### config.mk
export PLATFORM = sky130hd
export DESIGN_NAME = fetch_flat
export DESIGN_NICKNAME = d
export VERILOG_FILES = /design/src/rtl/rv32i_pkg.sv /design/src/rtl/fetch_if.sv /design/src/rtl/fetch_buf.sv /design/src/rtl/fetch.sv /design/src/flat_wrapper.sv
export SDC_FILE = /design/constraint.sdc
export NUM_CORES = 1
export LEC_CHECK = 0
export BUFFER_PORTS_ARGS = -buffer_cell sky130_fd_sc_hd__buf_2
export CORE_UTILIZATION = 51
export DETAILED_ROUTE_END_ITERATION = 7
export PLACE_DENSITY = 0.74
export SLEW_MARGIN = 10
export SYNTH_ARGS = -nofsm -noshare
export SYNTH_HDL_FRONTEND = slang
export SYNTH_HIERARCHICAL = 1
export SYNTH_SLANG_ARGS = --single-unit
### constraint.sdc
create_clock -name clk -period 3.8 [get_ports clk]
set_input_delay 0.38 -clock clk [delete_from_list [all_inputs] [get_ports clk]]
set_output_delay 0.38 -clock clk [all_outputs]
set_load 0.03 [all_outputs]
### src/rtl/rv32i_pkg.sv
// rv32i_pkg: shared RV32I pipeline constants and fetch FSM encoding
package rv32i_pkg;
  localparam logic [31:0] NOP_INSTR = 32'h0000_0013;
  localparam logic [31:0] PC_STEP = 32'd4;
  typedef enum logic [1:0] {FETCH, DRAIN, BUF_FULL, HALT} fetch_state_t;
endpackage

### src/rtl/fetch_if.sv
// fetch_if: instruction-memory request/acknowledge bus
interface fetch_if;
  logic imem_req;
  logic [31:0] imem_addr;
  logic imem_ack;
  logic [31:0] imem_rdata;
  modport master (output imem_req, imem_addr, input imem_ack, imem_rdata);
  modport slave (input imem_req, imem_addr, output imem_ack, imem_rdata);
endinterface

### src/rtl/fetch_buf.sv
// fetch_buf: one-entry {pc, instr} holding register with load, drop and full flag
module fetch_buf (
  input  logic        clk,
  input  logic        rst,
  input  logic        load,
  input  logic        drop,
  input  logic [31:0] pc_d,
  input  logic [31:0] instr_d,
  output logic [31:0] pc_q,
  output logic [31:0] instr_q,
  output logic        full
);
  always_ff @(posedge clk or posedge rst)
    if (rst) begin
      pc_q <= '0;
      instr_q <= '0;
      full <= 1'b0;
    end else if (load) begin
      pc_q <= pc_d;
      instr_q <= instr_d;
      full <= 1'b1;
    end else if (drop) full <= 1'b0;
endmodule

### src/rtl/fetch.sv
// fetch: RV32I IF stage with variable-latency imem, stall buffer and redirects.
// Define FETCH_MISALIGN_EN to trap misaligned redirect targets into HALT.
module fetch
  import rv32i_pkg::*;
#(
  parameter logic [31:0] RESET_PC = 32'h0000_0000
) (
  input  logic        clk,
  input  logic        rst,
  input  logic        stall_in,
  input  logic        redirect_in,
  input  logic [31:0] redirect_pc_in,
  fetch_if.master     imem,
  output logic [31:0] pc_out,
  output logic [31:0] instr_out,
  output logic        valid_out,
  output logic        misalign_out
);
  fetch_state_t state, state_nx;
  logic [31:0] pc, target, rpc, buf_pc, buf_instr;
  logic ack, mis, buf_full, buf_load, buf_drop, fetch_hit;
`ifdef FETCH_MISALIGN_EN
  logic mis_q;
  assign rpc = redirect_pc_in;
  assign mis = redirect_in && rpc[1:0] != 2'b00;
  always_ff @(posedge clk or posedge rst)
    if (rst) mis_q <= 1'b0;
    else mis_q <= mis_q | mis;
  assign misalign_out = mis_q;
`else
  assign rpc = redirect_pc_in & ~32'h3;
  assign mis = 1'b0;
  assign misalign_out = 1'b0;
`endif
  assign ack = imem.imem_ack & imem.imem_req;
  assign fetch_hit = state == FETCH && ack;
  assign buf_load = fetch_hit && !redirect_in && stall_in;
  assign buf_drop = buf_full && (redirect_in || !stall_in);
  fetch_buf u_buf (
    .clk(clk), .rst(rst), .load(buf_load), .drop(buf_drop),
    .pc_d(pc), .instr_d(imem.imem_rdata),
    .pc_q(buf_pc), .instr_q(buf_instr), .full(buf_full)
  );
  always_ff @(posedge clk or posedge rst)
    if (rst) state <= FETCH;
    else state <= state_nx;
  always_comb begin
    state_nx = state;
    case (state)
      FETCH:    state_nx = ack ? (redirect_in ? (mis ? HALT : FETCH) : (stall_in ? BUF_FULL : FETCH))
                               : (redirect_in ? DRAIN : FETCH);
      DRAIN:    state_nx = ack ? ((misalign_out || mis) ? HALT : FETCH) : DRAIN;
      BUF_FULL: state_nx = redirect_in ? (mis ? HALT : FETCH) : (stall_in ? BUF_FULL : FETCH);
      default:  state_nx = HALT;
    endcase
  end
  always_comb begin
    imem.imem_req = state == FETCH || state == DRAIN;
    imem.imem_addr = pc;
  end
  // target always tracks the latest redirect; it is only consumed when a drain completes
  always_ff @(posedge clk or posedge rst)
    if (rst) begin
      pc <= RESET_PC;
      target <= '0;
    end else begin
      if (redirect_in) target <= rpc;
      if (fetch_hit) pc <= redirect_in ? rpc : pc + PC_STEP;
      else if (state == DRAIN && ack) pc <= redirect_in ? rpc : target;
      else if (state == BUF_FULL && redirect_in) pc <= rpc;
    end
  always_ff @(posedge clk or posedge rst)
    if (rst) begin
      pc_out <= '0;
      instr_out <= NOP_INSTR;
      valid_out <= 1'b0;
    end else if (redirect_in) begin
      instr_out <= NOP_INSTR;
      valid_out <= 1'b0;
    end else if (!stall_in) begin
      valid_out <= buf_full || fetch_hit;
      instr_out <= buf_full ? buf_instr : fetch_hit ? imem.imem_rdata : NOP_INSTR;
      pc_out <= buf_full ? buf_pc : fetch_hit ? pc : pc_out;
    end
endmodule
### src/flat_wrapper.sv
// flat-port wrapper written by rule: the top's interface ports become plain ports
module fetch_flat import rv32i_pkg::*;
#(
  parameter logic [31:0] RESET_PC = 32'h0000_0000
)
  (clk, rst, stall_in, redirect_in, redirect_pc_in, pc_out, instr_out, valid_out, misalign_out, imem_imem_req, imem_imem_addr, imem_imem_ack, imem_imem_rdata);
  fetch_if imem_i ();
  input  logic clk;
  input  logic rst;
  input  logic stall_in;
  input  logic redirect_in;
  input  logic [31:0] redirect_pc_in;
  output logic [31:0] pc_out;
  output logic [31:0] instr_out;
  output logic valid_out;
  output logic misalign_out;
  output wire logic [$bits(imem_i.imem_req)-1:0] imem_imem_req;
  output wire logic [$bits(imem_i.imem_addr)-1:0] imem_imem_addr;
  input wire logic [$bits(imem_i.imem_ack)-1:0] imem_imem_ack;
  input wire logic [$bits(imem_i.imem_rdata)-1:0] imem_imem_rdata;
  assign imem_imem_req = imem_i.imem_req;
  assign imem_imem_addr = imem_i.imem_addr;
  assign imem_i.imem_ack = imem_imem_ack;
  assign imem_i.imem_rdata = imem_imem_rdata;
  fetch #(.RESET_PC(RESET_PC)) u_core (.clk(clk), .rst(rst), .stall_in(stall_in), .redirect_in(redirect_in), .redirect_pc_in(redirect_pc_in), .imem(imem_i), .pc_out(pc_out), .instr_out(instr_out), .valid_out(valid_out), .misalign_out(misalign_out));
endmodule
==> results, run 1 <==
- The area overhead of the layout relative to synthesis is 15.81%.
- The antenna diode count is 0.
- Sorting the synthesized cells by area gives the leading types as sky130_fd_sc_hd__dfrtp_1 49%, sky130_fd_sc_hd__mux2_4 7.4%, sky130_fd_sc_hd__mux2i_1 4.3%, sky130_fd_sc_hd__mux2_2 3.5%, sky130_fd_sc_hd__o21ai_0 3.5%.
- The max-slew violation count is 0.
- The startpoint-to-endpoint class of the critical path is reg -> reg.
- STA puts the critical path data arrival time at a little under 3 ns.
- The static leakage is between 5 and 6 nW.
- The type of origin of the critical path is a register.
- Yosys printed 6 warnings.
- Summing over every cut layer, the via total after detailed routing is 7813.
- The filler-free cell count of the finished design is 1319.
- The final instance area is 11490 µm².
- The core region is 18890 µm².
- STA puts the critical path data required time at 4.17 ns.
- In this run the worst hold path is classified as in -> async.
- The flow ran to the end, and the final reports show no timing, DRC or antenna violations.
- The worst-case IR drop observed on VDD is 347.3 µV.
- STA classifies the critical path endpoint as a register.
- The combined global-route utilization of all metal layers is a little over a quarter.
- The power density normalized to cell area is just under 800 nW/µm².
- The global-route wire length before repair is 41140 µm.
- Of the available clock period, the critical path in the final layout requires about two thirds.
- The share of synthesized area in the top cell type comes to 48.67%.
- The iteration count of the initial detailed-routing pass is 5.
- At the later pin of the worst-skew pair, clock insertion delay measures 0.44 ns.
- The TritonCTS buffer count is 17.
- In this run the worst path has a maximum fanout of 18.
- The number of endpoints failing setup at the final stage is 0.
- The level count of the clock H-tree is 4.
- The number of max-cap violations is 0.
- In the routed layout, each cell is associated on average with a via count of slightly below 6.
- In this run the core area contains 50 standard-cell rows.
- Final hold analysis gives a worst-case slack of 0.1304 ns.
- Clock skew on the completed layout was measured at between 0.009 and 0.01 ns.
- The aggregate global routing overflow is 0.
- TritonCTS built the clock tree.
- The floorplan step set the die height to between 100 and 150 µm.
- The post-synthesis mux area share is roughly 15%.
- Among all flip-flop cells after synthesis, the most frequent one is sky130_fd_sc_hd__dfrtp_1.
- Clock-pin slew was measured on the worst setup and hold paths at 0.08 ns.
- The wire length per cell after detailed routing is 19.63 µm.
- For the pin with the worst max-slew slack, the measured transition is 0.9965 ns.
- In the final layout, the share of cells above drive strength 1 is between 30% and 40%.
- The synthesized area per cell is 10.86 µm².
- The post-synthesis net count is 984.
- Clock tree synthesis selected as its root buffer the cell sky130_fd_sc_hd__clkbuf_16.
- In this run the cell area measured after placement is 10920 µm².
- Once the floorplan was initialized, standard cells occupied around 53% of the core.
- The library cell with the largest summed area after synthesis is sky130_fd_sc_hd__dfrtp_1.
- Setup repair after global routing left no endpoint under its margin.
- Entering global routing, the biggest net connects 60 pins.
- The via count of the first global-routing pass was 7643.
- The number of antenna violations at the first check in global routing was 1.
- The area share of fa/ha/maj cells after synthesis is 0.1261%.
- In this run, post-CTS hold repair placed 0 buffers.
- The synthesized netlist devotes between 10% and 20% of its cell area to compound gates.
- The xor and xnor area share after synthesis is 0.2648%.
- The layout has 1607 filler cells.
- In the synthesized netlist, the cells that appear most often are 193 x sky130_fd_sc_hd__dfrtp_1, 77 x sky130_fd_sc_hd__nand2_1, 69 x sky130_fd_sc_hd__o21ai_0.
- In this run, placement finished with an instance count of 1287.
- The hold violation total from the final report is 0.
- The flip-flop and latch count after synthesis is 196.
- The part of the Yosys area used for sequential elements is 49.46%.
- The number of enable flip-flop cells after synthesis is 0.
- Yosys mapped the design onto 70 distinct sky130hd cell types.
- In this run, the number of DRC markers left after iteration 0 of detailed routing was 496.
- The number of primary I/O pins is approximately 170.
- After Yosys synthesis, and, or, nand and nor cells account for 15.16% of the synthesized area.
- Post-CTS timing repair inserted 0 buffers for setup.
- In this run the tool buffered the top-level ports with 164 buffer cells.
- For this run, the top clock speed supported by timing is 0.3935 GHz.
- The utilization after layout is approximately three fifths.
- The share of flip-flops with an asynchronous set or reset after synthesis is 100.0%.
- Once the clock tree was built, the resizer swapped 0 gates to a different size.
- From left edge to right edge, the die measures 141.5 µm.
- Measured against its own limit, the worst slew margin works out to 33.28%.
- Counting every sink on the clock net gives a little under 200.
- The number of cells on the worst reg-to-reg path is 4.
- The most common cell in the synthesized netlist is sky130_fd_sc_hd__dfrtp_1.
- The die covers approximately 20000 µm².
- The buffer depth of the longest clock path is 2.
- The number of nets with antenna violations after detailed routing is 0.
- The overall routed net length is 25890 µm.
- The half-perimeter wire length after detailed placement is 17530 µm.
- The aggregate negative setup slack is 0 ns.
- The combinational family with the most area after synthesis is multiplexers.
- At the end of the flow, the number of nets in the layout was 1116.
- After detailed routing, the number of remaining DRC violations is 0.
- The synthesized cell area is 9923 µm².
- The global placer's final weighted congestion is 0.8561.
- The worst path in the final design needs a cycle of 2.541 ns, including I/O delays and setup.
- The synthesized instance count is 914.
## final cells by class
class	instances	area, µm²	share of cell area, %
inverter	34	131.4	1.143
tap	260	325.3	2.831
timing repair buffer	190	1044	9.080
multi-input combinational	607	4507	39.22
clock buffer	18	429.2	3.734
sequential	196	4910	42.72
clock inverter	14	146.4	1.274
## critical path, stage by stage (launching register included)
cell	delay (ns)
sky130_fd_sc_hd__dfrtp_1	0.56
sky130_fd_sc_hd__or4b_1	0.98
sky130_fd_sc_hd__o221ai_1	0.35
sky130_fd_sc_hd__or4b_1	0.49
sky130_fd_sc_hd__nand3_1	0.09
## final timing paths
| check | slack (ns) | start | endpoint |
|---|---|---|---|
| max reg2reg | 1.26 | u_core/state[0] | u_core/imem.imem_addr[31] |
| min in group clk | 0.18 | redirect_pc_in[9] | u_core/target[9] |
| max in group asynchronous | 2.76 | rst | u_core/u_buf/pc_q[6] |
| min reg2reg | 0.47 | u_core/pc_out[17] | u_core/pc_out[17] |
| min | 0.13 | rst | u_core/valid_out |
| max | 1.26 | u_core/state[0] | u_core/imem.imem_addr[31] |
## logic make-up after synthesis
| kind of cell | after synthesis |
|---|---|
| multiplexers | 123 |
| buffers and inverters | 111 |
| AO/OA/AOI/OAI | 209 |
| adder cells (fa/ha/maj) | 1 |
| XOR/XNOR | 3 |
| flip-flops | 196 |
| other | 1 |
| AND/OR/NAND/NOR | 270 |
## state kept, by name, summed over array words and instances, names as in the netlist
name,flops
u_core/state,2
u_core/instr_out,32
u_core/u_buf/instr_q,32
u_core/u_buf/pc_q,32
u_core/valid_out,1
u_core/u_buf/full,1
u_core/imem.imem_addr,32
u_core/target,32
u_core/pc_out,32
## report_power, final
group          leakage (nW)  total [mW]  switching [mW]  internal (mW)
clock                 0.272        1.77           0.841          0.926
sequential             2.40        3.67           0.852           2.82
combinational          2.53        3.66            2.18           1.48
## cell usage in the layout, fill, tap and decap left out, drive strengths merged, types with 5 or more instances in the layout
cell type,count
a211oi,5
a21o,6
a21oi,29
a221oi,31
a22oi,6
a311oi,5
and2,6
and3,10
and4,8
buf,190
clkbuf,18
clkinvlp,5
dfrtp,193
inv,39
mux2,80
mux2i,43
nand2,77
nand3,17
nand3b,12
nand4,19
nor2,21
nor2b,34
nor3,37
nor4,10
o211ai,10
o21ai,70
o221ai,11
o22a,6
## metrics by stage
step / power [mW] / worst slack (ns)
floorplan: 6.215 / 1.476
global placement: 7.195 / 1.225
detailed placement: 7.314 / 1.196
CTS: 9.099 / 1.311
global route: 9.587 / 1.166
finish: 9.096 / 1.259
## metal layers
metal | vias up | part of all wire, % | GRT usage (%) | wire length [µm]
li1 | 3627 | - | - | -
met1 | 3860 | 46 | 38.08 | 11800
met2 | 292 | 46 | 41.01 | 11940
met3 | 34 | 6.5 | 5.164 | 1685
met4 | 0 | 1.8 | 8.885 | 460
met5 | - | 0 | 0 | 0
(Power assumes the default switching activity.)
==> run 2: changes to the inputs <==
--- a/config.mk
+++ b/config.mk
@@ -5,10 +5,11 @@
 export SDC_FILE = /design/constraint.sdc
 export NUM_CORES = 1
 export LEC_CHECK = 0
+export ABC_AREA = 1
 export BUFFER_PORTS_ARGS = -buffer_cell sky130_fd_sc_hd__buf_2
-export CORE_UTILIZATION = 51
+export CORE_UTILIZATION = 55
 export DETAILED_ROUTE_END_ITERATION = 7
-export PLACE_DENSITY = 0.74
+export PLACE_DENSITY = 0.76
 export SLEW_MARGIN = 10
 export SYNTH_ARGS = -nofsm -noshare
 export SYNTH_HDL_FRONTEND = slang
==> constraint.sdc (replaced) <==
create_clock -name clk -period 2.39 [get_ports clk]
set_input_delay 0.239 -clock clk [delete_from_list [all_inputs] [get_ports clk]]
set_output_delay 0.239 -clock clk [all_outputs]
set_load 0.03 [all_outputs]
==> run 2 against run 1 <==
Against the previous run: count of clock-buffer cells in the layout grew 5; synthesized cell count grew 43%; cell count grew 28%; core utilization grew 4.8 points; die area shrank 8.9%; first-iteration DRC count grew 55%; global-route usage grew 3.0 points; sequential share of layout area grew 0.52 points; worst hold slack lost 0.12 ns; synthesized area shrank 1.9%; sequential cell count is the same; highest routed layer unchanged.
==> results, run 2 <==
- The H-tree generated during clock tree synthesis spans 4 levels.
- The tool flagged a number of max-cap violations equal to 0.
- Along the worst hold path, the cell count comes to 3.
- The worst hold path belongs to the class in -> reg.
- The synthesis warning total is 6.
- Summed over all failing endpoints, the final setup total negative slack is 0 ns.
- The startpoint-to-endpoint class of the critical path is reg -> reg.
- The hold violation total from the final report is 0.
- Subtracting the final worst setup slack from the clock period gives 1.961 ns.
- The buffer depth of the longest clock path is 2.
- The number of gates resized after CTS was 0.
- The total power consumption of the routed design is between 6 and 7 mW.
- The number of nets with antenna violations after detailed routing is 0.
- The global placer's final weighted congestion is 0.8591.
- After synthesis, the mean cell area works out to 7.473 µm².
- The region available for standard cell placement spans 17300 µm².
- The initial utilization of the core area, before any placement, comes to 56.29%.
- The TritonCTS buffer count is 17.
- The via count of the first global-routing pass came to 8485.
- The clock drives 196 sinks.
- The post-route DRC violation count is 0.
- The largest net degree at the start of global routing is 79.
- The clock-pin transition on the worst setup and hold timing paths is 0.07 ns.
- The synthesized instance count is ~1300.
- The worst register-to-register path has a depth of 8.
- Row generation in the floorplan step produced 48 rows.
- The source-to-sink clock delay at the later pin of the worst-skew pair is 0.44 ns.
- Wires add up to between 20000 and 30000 µm.
- The antenna diode count is 0.
- For this run, asynchronously set or reset flops after synthesis account for 100.0%.
- Dividing the detail-routed wire length by the instance count gives 15.66 µm.
- The count of unique library cells instantiated by Yosys is 33.
- The area enclosed by the die boundary is 18240 µm².
- In this run, synthesis inferred 0 flip-flops with an integrated enable.
- The cell at the root of the clock tree is sky130_fd_sc_hd__clkbuf_16.
- Dividing the final minimum period by the clock period gives between 80% and 90%.
- In the final layout, the share of cells above drive strength 1 is between 10% and 20%.
- The floorplan die width is 135.1 µm.
- The endpoint required time on the critical path is approximately 2.7 ns.
- The count of hold buffers inserted by post-cts repair is 1.
- In the routed layout, each cell is associated on average with a via count of 5.462.
- The die is roughly 140 µm tall.
- TritonCTS built the clock tree.
- The static leakage is 6.013 nW.
- For the worst setup path, the data arrival time is 2.27 ns.
- The flip-flop cell with the highest count after synthesis is sky130_fd_sc_hd__dfrtp_1.
- Power spread over the standard cell area amounts to 608.9 nW/µm².
- The most frequent standard cell in the layout excluding fill and tap cells is sky130_fd_sc_hd__nand2_1.
- In this run the register-to-register setup slack is 0.43 ns.
- The half-perimeter wire length after detailed placement is roughly 17000 µm.
- The transition time of the tightest slew-check pin is about 0.73 ns.
- The number of setup buffers added after CTS is 0.
- The worst slew slack as a fraction of its limit is 51.26%.
- The run finished with clean final reports.
- The highest clock frequency the design can meet is 0.5098 GHz.
- The max-slew violation count is 0.
- The type of origin of the critical path is a register.
- In this run, the number of DRC markers left after iteration 0 of detailed routing was between 700 and 800.
- between 150 and 200 I/O pins were placed.
- Detailed routing inserted a total of 9187 vias.
- Setup violations remaining at the end of the flow were counted as 0.
- Synthesis inferred approximately 200 register bits.
- Relative to the synthesized area, the layout overhead comes to 16.61%.
- In this run the biggest area consumer among cell types represents 49.60% of the synthesized area.
- The first global-routing pass estimated 42420 µm of wire.
- Counting instances in the post-synthesis netlist gives the leading cell types as 615 x sky130_fd_sc_hd__nand2_1, 193 x sky130_fd_sc_hd__dfrtp_1, 108 x sky130_fd_sc_hd__nor2_1.
- For this run, the post-layout net count is 1514.
- Setup repair after global routing left no endpoint under its margin.
- The iteration count of the initial detailed-routing pass is 5.
- The largest driver fanout on the critical path is 13.
- For this run the aggregate overflow at the end of global routing stands at 0.
- The number of nets in the synthesized netlist is 1373.
- The library cell with the largest summed area after synthesis is sky130_fd_sc_hd__dfrtp_1.
- After synthesis, flip-flops and latches occupy 50.41% of the total area.
- The worst voltage drop across the vdd grid is 537.8 µV.
- The setup clock skew after layout is roughly 0.0077 ns.
- In this run the tool buffered the top-level ports with between 150 and 200 buffer cells.
- The cell with the most instances after synthesis is sky130_fd_sc_hd__nand2_1.
- Sorting the synthesized cells by area gives the leading types as sky130_fd_sc_hd__dfrtp_1 50%, sky130_fd_sc_hd__nand2_1 24%, sky130_fd_sc_hd__nor2_1 4.2%, sky130_fd_sc_hd__o21ai_0 3.9%, sky130_fd_sc_hd__a31oi_1 3.4%.
- The cell area that synthesis handed to floorplanning was 9737 µm².
- In the layout the commonest cells are 615 x sky130_fd_sc_hd__nand2_1, 192 x sky130_fd_sc_hd__dfrtp_1, 164 x sky130_fd_sc_hd__buf_2.
- For this run, the total global-route usage over all layers was measured as 29.74%.
- The number of antenna violations at the first check in global routing was 0.
- The capturing element type of the critical path is a register.
run 2: cell types whose count changed after synthesis, sizes merged, moves of 18 or more:
| cell | previous run | this run |
|---|---|---|
| nor2b | 34 | 0 |
| nor3 | 37 | 0 |
| inv | 34 | 52 |
| nand4 | 19 | 1 |
| mux2i | 43 | 0 |
| a31oi | 4 | 53 |
| a21oi | 29 | 56 |
| nand3 | 17 | 38 |
| a221oi | 31 | 0 |
| nand2 | 77 | 620 |
| mux2 | 80 | 0 |
| nor2 | 21 | 122 |
run 2: per-layer routing:
metal | global-route usage, % | vias up | share of wire [%]
met5 | 0 | - | 0
met4 | 8.552 | 0 | 1.3
met3 | 5.068 | 32 | 7.8
met2 | 48.48 | 379 | 48
met1 | 40.90 | 4354 | 43
li1 | - | 4422 | -
run 2: critical path, stage by stage (launching register included):
cell and delay, ns:
sky130_fd_sc_hd__dfrtp_1 0.39, sky130_fd_sc_hd__inv_2 0.08, sky130_fd_sc_hd__nand2_2 0.12, sky130_fd_sc_hd__nor2_2 0.51
sky130_fd_sc_hd__inv_1 0.33, sky130_fd_sc_hd__nor2_1 0.16, sky130_fd_sc_hd__a211oi_1 0.06, sky130_fd_sc_hd__o21ai_0 0.08
sky130_fd_sc_hd__o21ai_0 0.11
run 2: area by class of cell:
type	instances	area [µm²]
fill	1513	5942
sequential	196	4910
multi-input combinational	985	4234
timing repair buffer	192	1109
clock buffer	23	467.9
tap	225	281.5
inverter	52	198.9
clock inverter	9	153.9
run 2: worst paths after layout:
kind	startpoint	end
min in group asynchronous	rst	u_core/instr_out[23]
worst max register to register	u_core/state[1]	u_core/imem.imem_addr[8]
worst min register to register	u_core/target[30]	u_core/target[30]
max in group asynchronous	rst	u_core/u_buf/pc_q[15]
worst min-delay path	imem_imem_rdata[2]	u_core/u_buf/instr_q[2]
worst max-delay path	u_core/state[1]	u_core/imem.imem_addr[8]
run 2: cells by family (layout without fill, tap and decap cells):
family / count (synthesis) / in the layout / synth area share (%)
AO/OA/AOI/OAI: 191 / 191 / 10.67
XOR/XNOR: 5 / 5 / 0.4497
adder cells (fa/ha/maj): 1 / 1 / 0.1285
buffers and inverters: 122 / 276 / 6.181
flip-flops: 196 / 196 / 50.41
other: 1 / 1 / 0.03851
AND/OR/NAND/NOR: 787 / 787 / 32.13
run 2: power by group:
group	switching [mW]	internal [mW]
Sequential	0.0268	3.39
Clock	1.25	1.81
Combinational	0.309	0.129
Total	1.59	5.33
run 2: per-stage QoR:
step	hold slack, ns	util (%)	setup WS (ns)	instance area (µm²)	std cells
floorplan	0.3514	-	0.5245	9741	1303
global placement	0.1546	61.99	0.5058	10720	1649
detailed placement	0.1540	61.99	0.4797	10720	1649
CTS	0.002113	65.65	0.4613	11350	1682
global route	0.01511	65.65	0.2207	11350	1682
finish	0.009565	65.65	0.4286	11350	1682
==> run 3: changes to the inputs <==
==> constraint.sdc (replaced) <==
create_clock -name clk -period 2 [get_ports clk]
set_input_delay 0.2 -clock clk [delete_from_list [all_inputs] [get_ports clk]]
set_output_delay 0.2 -clock clk [all_outputs]
set_load 0.03 [all_outputs]
==> run 3 against run 2 <==
Against the previous run: fmax up 10%; combinational power up 31%; critical path depth up 3; register-to-register slack worse by 0.20 ns; setup slack worse by 0.20 ns; critical path type unchanged.
==> results, run 3 (synthesis gave the netlist of run 2 again) <==
- The run finished with clean final reports.
- The signal on the critical path passes through nand2_1 > nor2_2 > nand2_2 > nor2_4 > nand2_1 > nand2_1 > nand2_1 > nand2_1 > nand2_1 > nand2_1 > nand2_1.
- During placement, the flow inserted port buffers numbering 164.
- After clock tree synthesis, the repair step resized 0 gates.
- The level count of the clock H-tree is 4.
- The aggregate global routing overflow is 0.
- The die is 135.1 µm wide.
- The global placer's final weighted congestion is 0.8719.
- The die outline height is approximately 140 µm.
- The global-route wire length before repair is 42780 µm.
- After legalization and detailed placement, the total HPWL measured 17470 µm.
- The slowest stage cell on the critical path is sky130_fd_sc_hd__dfrtp_1.
- The critical path contains buffers and inverters numbering 0 combined.
- The die covers 18240 µm².
- Cells with a size suffix above 1 make up between 10% and 20% of the layout.
- The clock passes through at most 2 buffers.
- 0 antenna diodes ended up in the layout.
- The highest clock frequency the design can meet is 0.5632 GHz.
- Of the available clock period, the critical path in the final layout requires a little under 90%.
- Global routing used 48.63% of the available met2 tracks.
- Leaving out fill and tap cells, the most frequent cell in the layout is sky130_fd_sc_hd__nand2_1.
- The hold violation total from the final report was 0.
- The starting utilization of the core area is 56.29%.
- The worst setup path is captured at a register.
- On the worst path, the slowest cell contributes a delay of 0.52 ns.
- The worst slew slack as a fraction of its limit is between 50% and 60%.
- The final period demand of the worst path is 1.776 ns.
- The min-delay analysis places its worst path in the category in -> reg.
- The combined global-route utilization of all metal layers is 29.95%.
- The first routing iteration left a little over 800 violations.
- IR analysis of the VDD net gives a maximum drop of 590.0 µV.
- The wire length per cell after detailed routing is between 15 and 20 µm.
- The tree built by TritonCTS fans out to 196 sinks.
- The layout has 1454 filler cells.
- Max-cap violations in this run came to 0.
- For met3 alone, demand over resource in global routing was 4.467%.
- The via count of the first global-routing pass came to 8679.
- The source-to-sink clock delay at the later pin of the worst-skew pair is between 0.4 and 0.5 ns.
- The number of antenna violations at the first check in global routing is 0.
- Dividing total power by cell area gives a power density of between 600 and 700 nW/µm².
- The placeable core region is 17300 µm².
- Once the clock tree was built, the setup fixing pass inserted 0 buffers.
- The type of origin of the critical path is a register.
- The startpoint-to-endpoint class of the critical path is reg -> reg.
- Global routing consumed, on the met1 layer, approximately two fifths of the routing resources.
- At the worst endpoint, the arrival time is 2.10 ns.
- After detailed routing, the number of remaining DRC violations is 0.
- Dividing the detail-routed via count by the number of cells gives around 5.4.
- The number of endpoints failing setup at the final stage is 0.
- The floorplan has 48 rows.
- Before antenna repair, the detailed router went through 5 iterations.
- TritonCTS built the clock tree.
- The routed layout has 9213 vias.
- After layout, the worst setup slack is 0.2244 ns.
- The max-slew violation count is 0.
- The number of nets with antenna violations after detailed routing is 0.
- Entering global routing, the biggest net connects 66 pins.
- Clock skew on the completed layout was measured at 0.009903 ns.
- The overall routed net length is 26050 µm.
- The most frequent cell on the critical path is sky130_fd_sc_hd__nand2_1.
- For the pin with the worst max-slew slack, the measured transition is 0.7432 ns.
- The largest driver fanout on the critical path is 8.
- The count of hold buffers inserted by post-cts repair is 27.
- Setup repair after global routing left no endpoint under its margin.
- For this design the static power due to leakage is 6.154 nW.
- The number of nets in the final layout is between 1500 and 2000.
- The kind of cell with the highest combined delay on the critical path is simple AND/OR/NAND/NOR gates.
- Pin placement for this block handled 168 I/O pins.
- Compared with the post-synthesis result, the final layout area differs by 19.72%.
- Timing analysis after detailed placement gives a worst setup slack of 0.3050 ns.
- The TritonCTS buffer count is 17.
- met2 is the most crowded layer.
- The cell at the root of the clock tree is sky130_fd_sc_hd__clkbuf_16.
- The clock-pin transition on the worst setup and hold timing paths is 0.07 ns.
- In the layout the commonest cells are 615 x sky130_fd_sc_hd__nand2_1, 192 x sky130_fd_sc_hd__dfrtp_1, 164 x sky130_fd_sc_hd__buf_2.
- STA puts the critical path data required time at 2.32 ns.
- Adding up every negative setup slack in the final design gives 0 ns.
run 3: final timing paths:
kind	from	endpoint	slack, ns	cells past startpoint
setup / recovery	u_core/imem.imem_addr[6]	u_core/imem.imem_addr[25]	0.22	11
hold / removal	imem_imem_rdata[5]	u_core/u_buf/instr_q[5]	0.01	3
setup reg to reg	u_core/imem.imem_addr[6]	u_core/imem.imem_addr[25]	0.22	11
hold reg to reg	u_core/target[28]	u_core/target[28]	0.47	2
max in group asynchronous	rst	u_core/instr_out[0]	1.00	4
min in group asynchronous	rst	u_core/instr_out[23]	0.36	3
run 3: stage by stage:
step	cells	util, %	hold slack [ns]	area, µm²	total power [mW]
after floorplan	1303	-	0.3124	9741	4.456
after global placement	1661	62.51	0.2599	10810	4.675
after detailed placement	1661	62.51	0.2749	10810	4.691
after CTS	1720	67.40	0.0002445	11660	8.083
after global routing	1720	67.40	0.002631	11660	8.294
final	1720	67.40	0.01150	11660	8.021
run 3: worst min-delay path, stage by stage:
cell and delay [ns]:
sky130_fd_sc_hd__buf_2 0.10, sky130_fd_sc_hd__nand2_1 0.05, sky130_fd_sc_hd__nand2_1 0.06
run 3: where the power goes:
| part | leakage, nW | switching (mW) | internal [mW] |
|---|---|---|---|
| combinational | 3.31 | 0.378 | 0.198 |
| clock | 0.264 | 1.45 | 1.92 |
| sequential | 2.58 | 0.0322 | 4.05 |
run 3: final cells by class:
type                       instances  area, µm²  area share, %
sequential                       196       4910          42.12
multi-input combinational        985       4234          36.32
tap                              225      281.5          2.415
clock inverter                     7      98.84         0.8479
inverter                          52      198.9          1.707
clock buffer                      25      475.5          4.079
timing repair buffer             230       1459          12.51
run 3: layer usage:
layer  share of wire, %  up-vias
met3                7.0       32
met1                 44     4295
met4                1.4        0
met5                  0        -
li1                   -     4490
met2                 47      396
